File: config.mk
export PLATFORM = sky130hd
export DESIGN_NAME = cdic_regs
export DESIGN_NICKNAME = d
export VERILOG_FILES = /design/src/rtl/cdic_regs.sv
export SDC_FILE = /design/constraint.sdc
export NUM_CORES = 1
export LEC_CHECK = 0
export BUFFER_PORTS_ARGS = -buffer_cell sky130_fd_sc_hd__buf_4
export CAP_MARGIN = 20
export CORE_ASPECT_RATIO = 1.25
export CORE_MARGIN = 5
export CORE_UTILIZATION = 60
export CTS_CLUSTER_SIZE = 40
export DETAILED_ROUTE_END_ITERATION = 12
export HOLD_SLACK_MARGIN = 0.12
export PLACE_DENSITY = 0.79
export SLEW_MARGIN = 20
export SYNTH_ARGS = -nofsm -noshare
export SYNTH_HDL_FRONTEND = slang
export SYNTH_SLANG_ARGS = --single-unit
File: constraint.sdc
create_clock -name clk -period 5.6 [get_ports clk]
set_clock_uncertainty 0.05 [all_clocks]
set_input_delay 1.12 -clock clk [delete_from_list [all_inputs] [get_ports clk]]
set_output_delay 1.12 -clock clk [all_outputs]
set_load 0.005 [all_outputs]
File: src/rtl/cdic_regs.sv
// CD-interface controller (CDIC) slave: sector buffer RAM plus command/status registers.
// Reads are combinational, writes land on the rising clk edge with zero wait states.
// Never stalls the bus; there is no ready/wait output.
//
// Ports:
//   clk, reset_n      : system clock, asynchronous active-low reset
//   address[23:1]     : CPU word address; only [13:1] decoded (registers mirror over 64 KB)
//   din / dout        : write data / combinational read data (0x0000 when cs=0)
//   uds / lds         : upper / lower byte strobes, active high
//   write_strobe, cs  : 1 = write cycle; chip select, active high
//
// Optional feature: define CDIC_SECTOR_RAM_EN to build the RAM_WORDS x 16 sector
// buffer at 0x0000-0x3BFF. Without it that range reads 0x0000 and ignores writes.
module cdic_regs #(
  parameter int RAM_WORDS = 7680
) (
  input  logic        clk,
  input  logic        reset_n,
  input  logic [23:1] address,
  input  logic [15:0] din,
  output logic [15:0] dout,
  input  logic        uds,
  input  logic        lds,
  input  logic        write_strobe,
  input  logic        cs
);

  localparam logic [13:0] OFF_CMD     = 14'h3C00;
  localparam logic [13:0] OFF_TIME_HI = 14'h3C02;
  localparam logic [13:0] OFF_TIME_LO = 14'h3C04;
  localparam logic [13:0] OFF_FILE    = 14'h3C06;
  localparam logic [13:0] OFF_CHAN_HI = 14'h3C08;
  localparam logic [13:0] OFF_CHAN_LO = 14'h3C0A;
  localparam logic [13:0] OFF_ACHAN   = 14'h3C0C;
  localparam logic [13:0] OFF_ABUF    = 14'h3FF4;
  localparam logic [13:0] OFF_XBUF    = 14'h3FF6;
  localparam logic [13:0] OFF_DMACTL  = 14'h3FF8;
  localparam logic [13:0] OFF_AUDCTL  = 14'h3FFA;
  localparam logic [13:0] OFF_IVEC    = 14'h3FFC;
  localparam logic [13:0] OFF_DBUF    = 14'h3FFE;
  localparam logic [12:0] RAM_LIMIT   = 13'(RAM_WORDS);

  logic        access, wr, rd;
  logic [13:0] off;
  logic        in_ram;
  logic        trig_d;

  logic [15:0] cmd_q, time_hi_q, time_lo_q, file_q, chan_hi_q, chan_lo_q, achan_q;
  logic [15:0] abuf_q, xbuf_q, dmactl_q, audctl_q, ivec_q, dbuf_q;
  logic        abuf_pend_q, xbuf_pend_q, trig_q;
  logic [15:0] ram_rdata;

  // Bits [23:14] are intentionally ignored so the window mirrors.
  logic unused_addr;
  assign unused_addr = ^address[23:14];

  assign access = cs && (uds || lds);
  assign wr     = access && write_strobe;
  assign rd     = access && !write_strobe;
  assign off    = {address[13:1], 1'b0};
  assign in_ram = (address[13:1] < RAM_LIMIT);

  // DBUF bit 15 written through the upper lane requests a command completion.
  assign trig_d = wr && uds && (off == OFF_DBUF) && din[15];

  function automatic logic [15:0] merge(input logic [15:0] old);
    merge = {uds ? din[15:8] : old[15:8], lds ? din[7:0] : old[7:0]};
  endfunction

  always_ff @(posedge clk or negedge reset_n) begin
    if (!reset_n) begin
      cmd_q       <= 16'h0000;
      time_hi_q   <= 16'h0000;
      time_lo_q   <= 16'h0000;
      file_q      <= 16'h0000;
      chan_hi_q   <= 16'h0000;
      chan_lo_q   <= 16'h0000;
      achan_q     <= 16'h0000;
      abuf_q      <= 16'h0000;
      xbuf_q      <= 16'h0000;
      dmactl_q    <= 16'h0000;
      audctl_q    <= 16'h0000;
      ivec_q      <= 16'h000F;
      dbuf_q      <= 16'h0000;
      abuf_pend_q <= 1'b0;
      xbuf_pend_q <= 1'b0;
      trig_q      <= 1'b0;
    end else begin
      // Read-clear waits for the bus to go idle so dout holds for the whole access.
      if (rd && off == OFF_ABUF) abuf_pend_q <= 1'b1;
      else if (!access)          abuf_pend_q <= 1'b0;
      if (rd && off == OFF_XBUF) xbuf_pend_q <= 1'b1;
      else if (!access)          xbuf_pend_q <= 1'b0;

      if (abuf_pend_q && !access) abuf_q[15] <= 1'b0;
      if (xbuf_pend_q && !access) xbuf_q[15] <= 1'b0;

      // Command completion one cycle after the trigger write; placed after the
      // read-clear so the set wins if both land on the same edge.
      trig_q <= trig_d;
      if (trig_q) begin
        dbuf_q[15] <= 1'b0;
        xbuf_q     <= {1'b1, cmd_q[14:0]};
      end

      // ABUF/XBUF are status-only and have no write case.
      if (wr) begin
        unique case (off)
          OFF_CMD:     cmd_q     <= merge(cmd_q);
          OFF_TIME_HI: time_hi_q <= merge(time_hi_q);
          OFF_TIME_LO: time_lo_q <= merge(time_lo_q);
          OFF_FILE:    file_q    <= merge(file_q);
          OFF_CHAN_HI: chan_hi_q <= merge(chan_hi_q);
          OFF_CHAN_LO: chan_lo_q <= merge(chan_lo_q);
          OFF_ACHAN:   achan_q   <= merge(achan_q);
          OFF_DMACTL:  dmactl_q  <= merge(dmactl_q);
          OFF_AUDCTL:  audctl_q  <= merge(audctl_q);
          OFF_IVEC:    ivec_q    <= merge(ivec_q);
          OFF_DBUF:    dbuf_q    <= merge(dbuf_q);
          default: ;
        endcase
      end
    end
  end

`ifdef CDIC_SECTOR_RAM_EN
  logic [15:0] ram [RAM_WORDS];

  // Sector data is not reset.
  always_ff @(posedge clk) begin
    if (wr && in_ram) begin
      if (uds) ram[address[13:1]][15:8] <= din[15:8];
      if (lds) ram[address[13:1]][7:0]  <= din[7:0];
    end
  end

  assign ram_rdata = in_ram ? ram[address[13:1]] : 16'h0000;
`else
  assign ram_rdata = 16'h0000;
`endif

  always_comb begin
    dout = 16'h0000;
    if (cs) begin
      if (in_ram) begin
        dout = ram_rdata;
      end else begin
        unique case (off)
          OFF_CMD:     dout = cmd_q;
          OFF_TIME_HI: dout = time_hi_q;
          OFF_TIME_LO: dout = time_lo_q;
          OFF_FILE:    dout = file_q;
          OFF_CHAN_HI: dout = chan_hi_q;
          OFF_CHAN_LO: dout = chan_lo_q;
          OFF_ACHAN:   dout = achan_q;
          OFF_ABUF:    dout = abuf_q;
          OFF_XBUF:    dout = xbuf_q;
          OFF_DMACTL:  dout = dmactl_q;
          OFF_AUDCTL:  dout = audctl_q;
          OFF_IVEC:    dout = ivec_q;
          OFF_DBUF:    dout = dbuf_q;
          default:     dout = 16'h0000;
        endcase
      end
    end
  end

endmodule

==> flow_summary.ini, run 1 <==
[synthesis]
async_reset_ff_share_pct = 100.0
synth-seq-cells = 194
synth-edff-count = 0
synth_top_area_share_pct = 51.28
synth_area_um2 = 9271
synth_cells = 715
synth_area_leader_cell = dfrtp_1
synth.most_common_cell = dfrtp_1
synth_ff_type = dfrtp_1
synthesis.nets = 760
ys_seq_area_share_pct = 52.42
syn_avg_cell_area_um2 = 12.97
netlist_top_cells_area = dfrtp_1, mux2_2, a22oi_1, mux4_2, clkbuf_1
synth_common_cells = dfrtp_1, mux2_2, clkbuf_1, nand2_1, a22oi_1
ys_warn_count = 15
synthDistinctLibCells = 56

[power]
power.total_uw = 2797
vdd_ir_drop_max_mv = 0.1932
p_leak_uw = 0.004927
power.density_nw_per_um2 = 266.3

[detailed_routing]
drtAntennaViolNets = 0
via_count = 6817
wl_um = 26440
drc = 0
via_per_inst = 6.977
first_pass_iters = 6
drt-initial-drc-count = 791
wire_per_inst_um = 27.06

[placed_design]
routabilityCongestion = 0.8995
dpl_cell_area_um2 = 9891
hpwl_um = 17100
portBuffers = 50

[clock_network]
postCtsResizedCells = 0
cts-root-buf = clkbuf_16
clk_pin_slew_ns = 0.07
clk_path_buf_depth = 2
numCtsBuffers = 17
htreeDepth = 4
cts_tree = yes
clock_sinks = 194
clock_latency_ns = 0.44
cts_hold_buf = 0
cts_setup_buffers = 0

[timing]
slew_violations = 0
rsz0062_at_grt = false
fmax_ghz = 0.1946
max_slew_margin_pct = 26.76
hold_viol = 0
fin_crit_ns = 5.139
fin_tns_setup_ns = 0
worstMarginPinSlew_ns = 1.093
setup_viol = 0
fin_crit_sh_pct = 91.77
holdWs_ns = 0.4421

[global_route]
grt_overflow_total = 0
grt_pass1_vias = 7267
antenna_found_initial = 0
grt_pass1_wl_um = 41160
grt_use_total_pct = 30.57
grt_max_degree = 110

[job]
cap_violations = 0

[final_layout]
nets = 801
n_antenna_cell = 0
final_area_um2 = 10500
drive_above_1_share_pct = 43.69
syn_to_final_growth_pct = 13.28

[critical_path]
worst_ep_required_time_ns = 4.43
worst-path-max-fanout = 14
cp-start-kind = primary input
cp-end-kind = primary output
reg2reg_from = trig_q
crit_arrival_ns = 3.97
critPathKind = primary input to primary output
crit_path_start = address[6]

[floorplan]
core_area_um2 = 15080
initial_core_util_pct = 61.49
die_h_um = 149.0
row_count = 50
fp.dieW_um = 121.2
die-area_um2 = 18050
io_pins = 61

[worst_hold_path]
hold_path_class = flop to flop
min_from = dmactl_q[15]

[run_status]
status = complete, no violations
-- path summary, 6_finish.rpt --
| path | slack (ns) | depth (start not counted) | endpoint |
|---|---|---|---|
| setup / recovery | 0.46 | 8 | dout[15] |
| hold / removal | 0.44 | 2 | dmactl_q[15] |
| setup reg to reg | 3.69 | 2 | dbuf_q[15] |
| hold reg to reg | 0.44 | 2 | dmactl_q[15] |
| max in group asynchronous | 3.60 | 2 | time_lo_q[3] |
| min in group asynchronous | 0.74 | 1 | time_hi_q[5] |
-- critical path, cell delays in order --
cell,delay [ns]
buf_4,0.11
or4_4,0.64
or3_1,0.52
a2111oi_0,0.50
o311ai_2,0.33
buf_4,0.31
a31oi_1,0.26
buf_4,0.17
-- layer usage --
metal  vias up  track usage (%)  wire length, µm
met1      3425            37.50             9537
met4         0            19.62             1962
li1       2810                -                -
met3       156            7.170             2464
met5         -                0                0
met2       426            48.60            12470
-- power breakdown --
group          internal, µW  leakage [µW]  switching, µW
Sequential             1400       0.00269          0.437
Combinational          33.9       0.00194            102
Clock                   727      0.000296            532
Total                  2160       0.00493            634
-- cell usage in the layout (no fill, tap or decap), types with 4 or more instances in the layout --
cell type / n
mux2i_1: 12
a32oi_1: 6
inv_1: 4
mux4_2: 7
or3_1: 5
nor2b_1: 4
nand3_2: 6
buf_4: 74
a221oi_1: 4
nor2_1: 15
a22o_1: 10
clkbuf_16: 17
dfrtp_1: 190
o21ai_0: 14
a21oi_1: 14
nor4_1: 9
a222oi_1: 8
nor3_1: 8
dfstp_2: 4
nand2_1: 27
nand3_1: 18
a31oi_1: 19
and3_1: 5
mux2_2: 189
a22oi_1: 23
mux2_4: 8
nor3_2: 6
-- stage by stage --
step	std cells	setup slack [ns]	utilization, %
global placement	945	0.6268	65.60
detailed placement	945	0.6085	65.60
finish	977	0.4607	69.66
CTS	977	0.5567	69.66
global route	977	0.5045	69.66
floorplan	715	1.389	-
-- logic make-up after synthesis --
group	after synthesis	share of synthesized area, %
AND/OR/NAND/NOR	130	8.543
AO/OA/AOI/OAI	117	9.177
flip-flops	194	52.42
multiplexers	216	27.25
buffers and inverters	58	2.618
-- final cells by class --
| cell class | instances | area (µm²) |
|---|---|---|
| flip-flops and latches | 194 | 4860 |
| fillers | 1066 | 4574 |
| multi-input cells | 463 | 4183 |
| repair buffers | 75 | 569.3 |
| clock buffers | 20 | 456.7 |
| well taps | 208 | 260.3 |
| clock inverters | 12 | 155.1 |
| inverters | 5 | 18.77 |
Power figures use the tool's default switching activity.
==> run 2, diff against run 1 <==
--- a/config.mk
+++ b/config.mk
@@ -5,6 +5,7 @@
 export SDC_FILE = /design/constraint.sdc
 export NUM_CORES = 1
 export LEC_CHECK = 0
+export ABC_AREA = 1
 export BUFFER_PORTS_ARGS = -buffer_cell sky130_fd_sc_hd__buf_4
 export CAP_MARGIN = 20
 export CORE_ASPECT_RATIO = 1.25
==> constraint.sdc (replaced) <==
create_clock -name clk -period 5.42 [get_ports clk]
set_clock_uncertainty 0.05 [all_clocks]
set_input_delay 1.084 -clock clk [delete_from_list [all_inputs] [get_ports clk]]
set_output_delay 1.084 -clock clk [all_outputs]
set_load 0.005 [all_outputs]
==> run 2 against run 1 <==
Sequential share of layout area is 0.69 points higher. Synthesized cell count is 63% higher. Critical path depth is 5 higher. Wire length is 9.5% lower. Synthesized area is 2.8% higher.
==> flow_summary.ini, run 2 <==
[power]
p_int_uw = 2192
power.density_nw_per_um2 = 271.5
p_sw_share_pct = 21.98
p_leak_uw = 0.005291
p_switching_uw = 617.5
power.total_uw = 2810
power.share.sequential_pct = 51.6
clock_power_share_pct = 44.4
pwr-share-comb_pct = 4.0
vdd_ir_drop_max_mv = 0.2065

[timing]
fin_crit_sh_pct = 79.54
fin_crit_ns = 4.311
slew_violations = 0
worstMarginPinSlew_ns = 0.8037
max_slew_margin_pct = 46.22
fin_tns_setup_ns = 0
fmax_ghz = 0.2320
setup_viol = 0
hold_viol = 0
rsz0062_at_grt = false

[final_layout]
multi_input_area_um2 = 4055
layout_common_cells = nand2_1, dfrtp_1, o21ai_0
syn_to_final_growth_pct = 8.544
final_area_um2 = 10350
postLayoutCoreUtil_pct = 66.46
fillers = 1336
n_antenna_cell = 0
nets = 1223
drive_above_1_share_pct = 13.01
seq_area_um2 = 4860
mostFrequentLayoutCell = nand2_1

[worst_hold_path]
hold_path_class = flop to flop

[critical_path]
crit_chain = buf_4 > nand2_1 > nor2_2 > nand2_2 > inv_2 > buf_4 > nand3_1 > nand2_1 > nor2_1 > nand2_1 > nor2_1 > nor2_1 > buf_4
crit_path_start = address[12]
ff2ff_path_depth = 2
crit_arrival_ns = 3.18
worst-path-max-fanout = 31
reg2reg_from = trig_q
cp-start-kind = primary input
max_stage_delay_ns = 0.49
critPathKind = primary input to primary output
reg2reg_to = dbuf_q[15]
endpoint = dout[2]
worst_ep_required_time_ns = 4.29
regToRegSetupSlack_ns = 3.61
crit_slowest_cell = inv_2
crit_family = buffers and inverters
cp_num_cells = 13
crit_buf_inv = 4
cp-end-kind = primary output

[synthesis]
ys_seq_area_share_pct = 50.98
syn_avg_cell_area_um2 = 8.162
ys_warn_count = 15
async_reset_ff_share_pct = 100.0
synthDistinctLibCells = 24
synth_ff_type = dfrtp_1
synth_area_um2 = 9533
synth.most_common_cell = nand2_1
synth-edff-count = 0
synth_common_cells = nand2_1, dfrtp_1, o21ai_0, nand3_1, nor2_1
synth_area_leader_cell = dfrtp_1
synth_cells = 1168
netlist_top_cells_area = dfrtp_1, nand2_1, o21ai_0, nand3_1, nor2_1
synthesis.nets = 1213
synth-seq-cells = 194
synth_top_area_share_pct = 49.88

[detailed_routing]
first_pass_iters = 7
drc = 0
wl_um = 23930
wire_per_inst_um = 17.06
via_count = 7931
drtAntennaViolNets = 0
drt-initial-drc-count = 1074
via_per_inst = 5.653

[clock_network]
clk_path_buf_depth = 2
clk_pin_slew_ns = 0.07
cts_setup_buffers = 0
numCtsBuffers = 17
htreeDepth = 4
cts-root-buf = clkbuf_16
clock_latency_ns = 0.43
cts_hold_buf = 0
cts_tree = yes
clock_sinks = 194
postCtsResizedCells = 0

[floorplan]
die-area_um2 = 18520
core_area_um2 = 15570
io_pins = 61
die_h_um = 150.9
initial_core_util_pct = 61.23
row_count = 51
fp.dieW_um = 122.7

[placed_design]
portBuffers = 50
routabilityCongestion = 0.8705
dpl_cell_area_um2 = 9766
hpwl_um = 15320

[global_route]
grt_overflow_total = 0
grt_max_degree = 116
grt_use_total_pct = 27.28
grt_pass1_wl_um = 39010
antenna_found_initial = 0
grt_pass1_vias = 7349

[run_status]
status = complete, no violations

[job]
cap_violations = 0
==> run 2: cell count changes after synthesis, sizes merged, moves of 19 or more <==
cell	change
nand3	+88
buf	+30
a31oi	-19
inv	+39
o21ai	+166
clkbuf	-20
mux2	-197
nor2	+91
nand2	+421
a22oi	-23
==> run 2: metrics by stage <==
stage | hold slack [ns] | cells | worst slack, ns
after floorplan | 0.3922 | 1168 | 2.040
after global placement | 0.4052 | 1371 | 1.192
after detailed placement | 0.4126 | 1371 | 1.148
after CTS | 0.4291 | 1403 | 1.149
after global routing | 0.4421 | 1403 | 0.9146
final | 0.4230 | 1403 | 1.109
==> run 2: layout make-up <==
| cell class | count | area share (%) |
|---|---|---|
| timing repair buffer | 54 | 4.099 |
| tap | 212 | 2.563 |
| sequential | 194 | 46.97 |
| clock inverter | 8 | 0.9674 |
| inverter | 43 | 1.560 |
| clock buffer | 24 | 4.655 |
| multi-input combinational | 868 | 39.19 |
==> run 2: worst reg2reg max path: stages (launching register included) <==
cell and delay, ns:
dfrtp_1 0.81, inv_1 0.55, o21a_1 0.30
==> run 2: kinds of logic after synthesis <==
group	after synthesis	share of synthesized area (%)
AO/OA/AOI/OAI	183	10.09
AND/OR/NAND/NOR	685	32.45
buffers and inverters	106	6.484
flip-flops	194	50.98
==> run 2: routing by layer <==
metal	GRT usage, %	wire length [µm]
met1	39.58	10700
met2	43.12	11410
met3	3.922	1415
met4	7.787	412
met5	0	0
==> run 2: worst min-delay path by stage <==
stage / start / endpoint / slack, ns / cells after the start
final: xbuf_q[13] / xbuf_q[13] / 0.42 / 2
after global routing: xbuf_q[11] / xbuf_q[11] / 0.44 / 2
after CTS: xbuf_q[13] / xbuf_q[13] / 0.43 / 2
after detailed placement: xbuf_q[13] / xbuf_q[13] / 0.41 / 2
after global placement: xbuf_q[12] / xbuf_q[12] / 0.41 / 2
after floorplan: xbuf_q[0] / xbuf_q[0] / 0.39 / 2
==> run 2: power by group through the flow <==
stage	Combinational [µW]	Clock (µW)	Sequential (µW)
after floorplan	44.7	0	1480
after global placement	111	0	1480
after detailed placement	112	0	1480
after CTS	113	1250	1450
after global routing	124	1320	1450
final	112	1250	1450
==> run 3, diff against run 2 <==
--- a/config.mk
+++ b/config.mk
@@ -10,11 +10,11 @@
 export CAP_MARGIN = 20
 export CORE_ASPECT_RATIO = 1.25
 export CORE_MARGIN = 5
-export CORE_UTILIZATION = 60
+export CORE_UTILIZATION = 55
 export CTS_CLUSTER_SIZE = 40
 export DETAILED_ROUTE_END_ITERATION = 12
 export HOLD_SLACK_MARGIN = 0.12
-export PLACE_DENSITY = 0.79
+export PLACE_DENSITY = 0.76
 export SLEW_MARGIN = 20
 export SYNTH_ARGS = -nofsm -noshare
 export SYNTH_HDL_FRONTEND = slang
==> constraint.sdc (replaced) <==
create_clock -name clk -period 3.7 [get_ports clk]
set_clock_uncertainty 0.05 [all_clocks]
set_input_delay 0.74 -clock clk [delete_from_list [all_inputs] [get_ports clk]]
set_output_delay 0.74 -clock clk [all_outputs]
set_load 0.005 [all_outputs]
==> run 3 against run 2 <==
Die area grew 8.4%. First-iteration DRC count shrank 24%. Combinational power grew 46%. Worst hold slack lost 0.16 ns. Global-route usage shrank 2.4 points. Cell count grew 1.6%.
==> flow_summary.ini, run 3 (synthesis gave the netlist of run 2 again) <==
[power]
clock_power_share_pct = 44.4
power.share.sequential_pct = 51.6
vdd_ir_drop_max_mv = 0.3491
p_switching_uw = 918.6
pwr-share-comb_pct = 4.0
power.density_nw_per_um2 = 392.6
p_sw_share_pct = 22.36
power.total_uw = 4109
p_int_uw = 3190
p_leak_uw = 0.005374

[critical_path]
ff2ff_path_depth = 2
worst-path-max-fanout = 13
critPathKind = primary input to primary output
regToRegSetupSlack_ns = 2.52
reg2reg_from = trig_q
reg2reg_to = dbuf_q[15]
worst_ep_required_time_ns = 2.91
cp-start-kind = primary input
crit_arrival_ns = 2.61
cp-end-kind = primary output

[floorplan]
io_pins = 61
fp.dieW_um = 127.8
row_count = 53
die-area_um2 = 20080
initial_core_util_pct = 56.37
core_area_um2 = 16910
die_h_um = 157.2

[final_layout]
mostFrequentLayoutCell = nand2_1
postLayoutCoreUtil_pct = 61.89
fillers = 1525
n_antenna_cell = 0
layout_common_cells = nand2_1, dfrtp_1, o21ai_0
seq_area_um2 = 4860
syn_to_final_growth_pct = 9.791
multi_input_area_um2 = 4055
nets = 1237
drive_above_1_share_pct = 14.36

[detailed_routing]
via_count = 7841
wl_met3_um = 1384
drc = 0
highest_layer = met4
via_per_inst = 5.502
wl_um = 23590
met1_length_um = 10590
drtAntennaViolNets = 0
wire_per_inst_um = 16.55
first_pass_iters = 5
drt-initial-drc-count = 817
wl_met2_um = 11010

[timing]
max_slew_margin_pct = 58.02
hold_viol = 0
worstMarginPinSlew_ns = 0.6291
slew_violations = 0
fin_crit_ns = 3.401
fin_tns_setup_ns = 0
rsz0062_at_grt = false
fin_crit_sh_pct = 91.92
setup_viol = 0
fmax_ghz = 0.2940
holdWs_ns = 0.2601

[clock_network]
postCtsResizedCells = 0
htreeDepth = 4
clk_pin_slew_ns = 0.07
cts_hold_buf = 0
cts-root-buf = clkbuf_16
clk_path_buf_depth = 2
clock_latency_ns = 0.43
cts_setup_buffers = 0
cts_tree = yes
numCtsBuffers = 17
clock_sinks = 194

[job]
cap_violations = 0

[global_route]
grt_pass1_wl_um = 39340
grt_max_degree = 79
grt_pass1_vias = 7541
grt_use_total_pct = 24.88
antenna_found_initial = 0
grt_overflow_total = 0

[placed_design]
hpwl_um = 15880
portBuffers = 50
routabilityCongestion = 0.8721

[run_status]
status = complete, no violations

[worst_hold_path]
hold_path_class = primary input to async pin
==> run 3: changes by cell type in the layout (fill, tap and decap cells not counted), sizes merged <==
cell and delta:
clkbuf -5, buf +14, clkinv +5
==> run 3: how the worst max path moves through the flow <==
stage / start / to / slack, ns / depth (start not counted)
final: address[7] / dout[0] / 0.30 / 12
after global routing: address[8] / dout[0] / 0.09 / 12
after CTS: address[7] / dout[11] / 0.33 / 12
after detailed placement: address[7] / dout[9] / 0.30 / 12
after global placement: address[7] / dout[0] / 0.34 / 12
after floorplan: address[12] / dout[11] / 1.01 / 11
==> run 3: metal layers <==
layer	vias to the layer above	GRT usage (%)
met5	-	0
met1	3699	35.95
met3	43	3.157
met2	279	38.57
met4	0	9.656
li1	3820	-
==> run 3: through the flow <==
stage | setup slack [ns] | area, µm² | cells
finish | 0.2991 | 10470 | 1425
global route | 0.09432 | 10470 | 1425
CTS | 0.3300 | 10470 | 1425
detailed placement | 0.3025 | 9881 | 1393
global placement | 0.3432 | 9881 | 1393
floorplan | 1.008 | 9533 | 1168
==> run 3: cell type report <==
class | count | share of cell area [%]
clock inverter | 13 | 1.267
multi-input combinational | 868 | 38.74
tap | 220 | 2.630
sequential | 194 | 46.43
clock buffer | 19 | 4.328
timing repair buffer | 68 | 5.057
inverter | 43 | 1.542
==> run 3: power by group through the flow <==
stage	combinational, µW	clock (µW)	sequential [µW]
global route	181	1950	2120
CTS	166	1850	2120
detailed placement	165	0	2160
global placement	164	0	2160
floorplan	65.5	0	2160
finish	163	1820	2120
==> run 3: critical path, cell delays in order <==
cell     delay (ns)
buf_4          0.09
nand2_1        0.10
inv_1          0.07
nand2_1        0.15
nor2_1         0.32
nand2_1        0.18
inv_1          0.44
nand2_1        0.14
nand4_1        0.10
nor2_1         0.06
nor2_1         0.10
buf_4          0.12
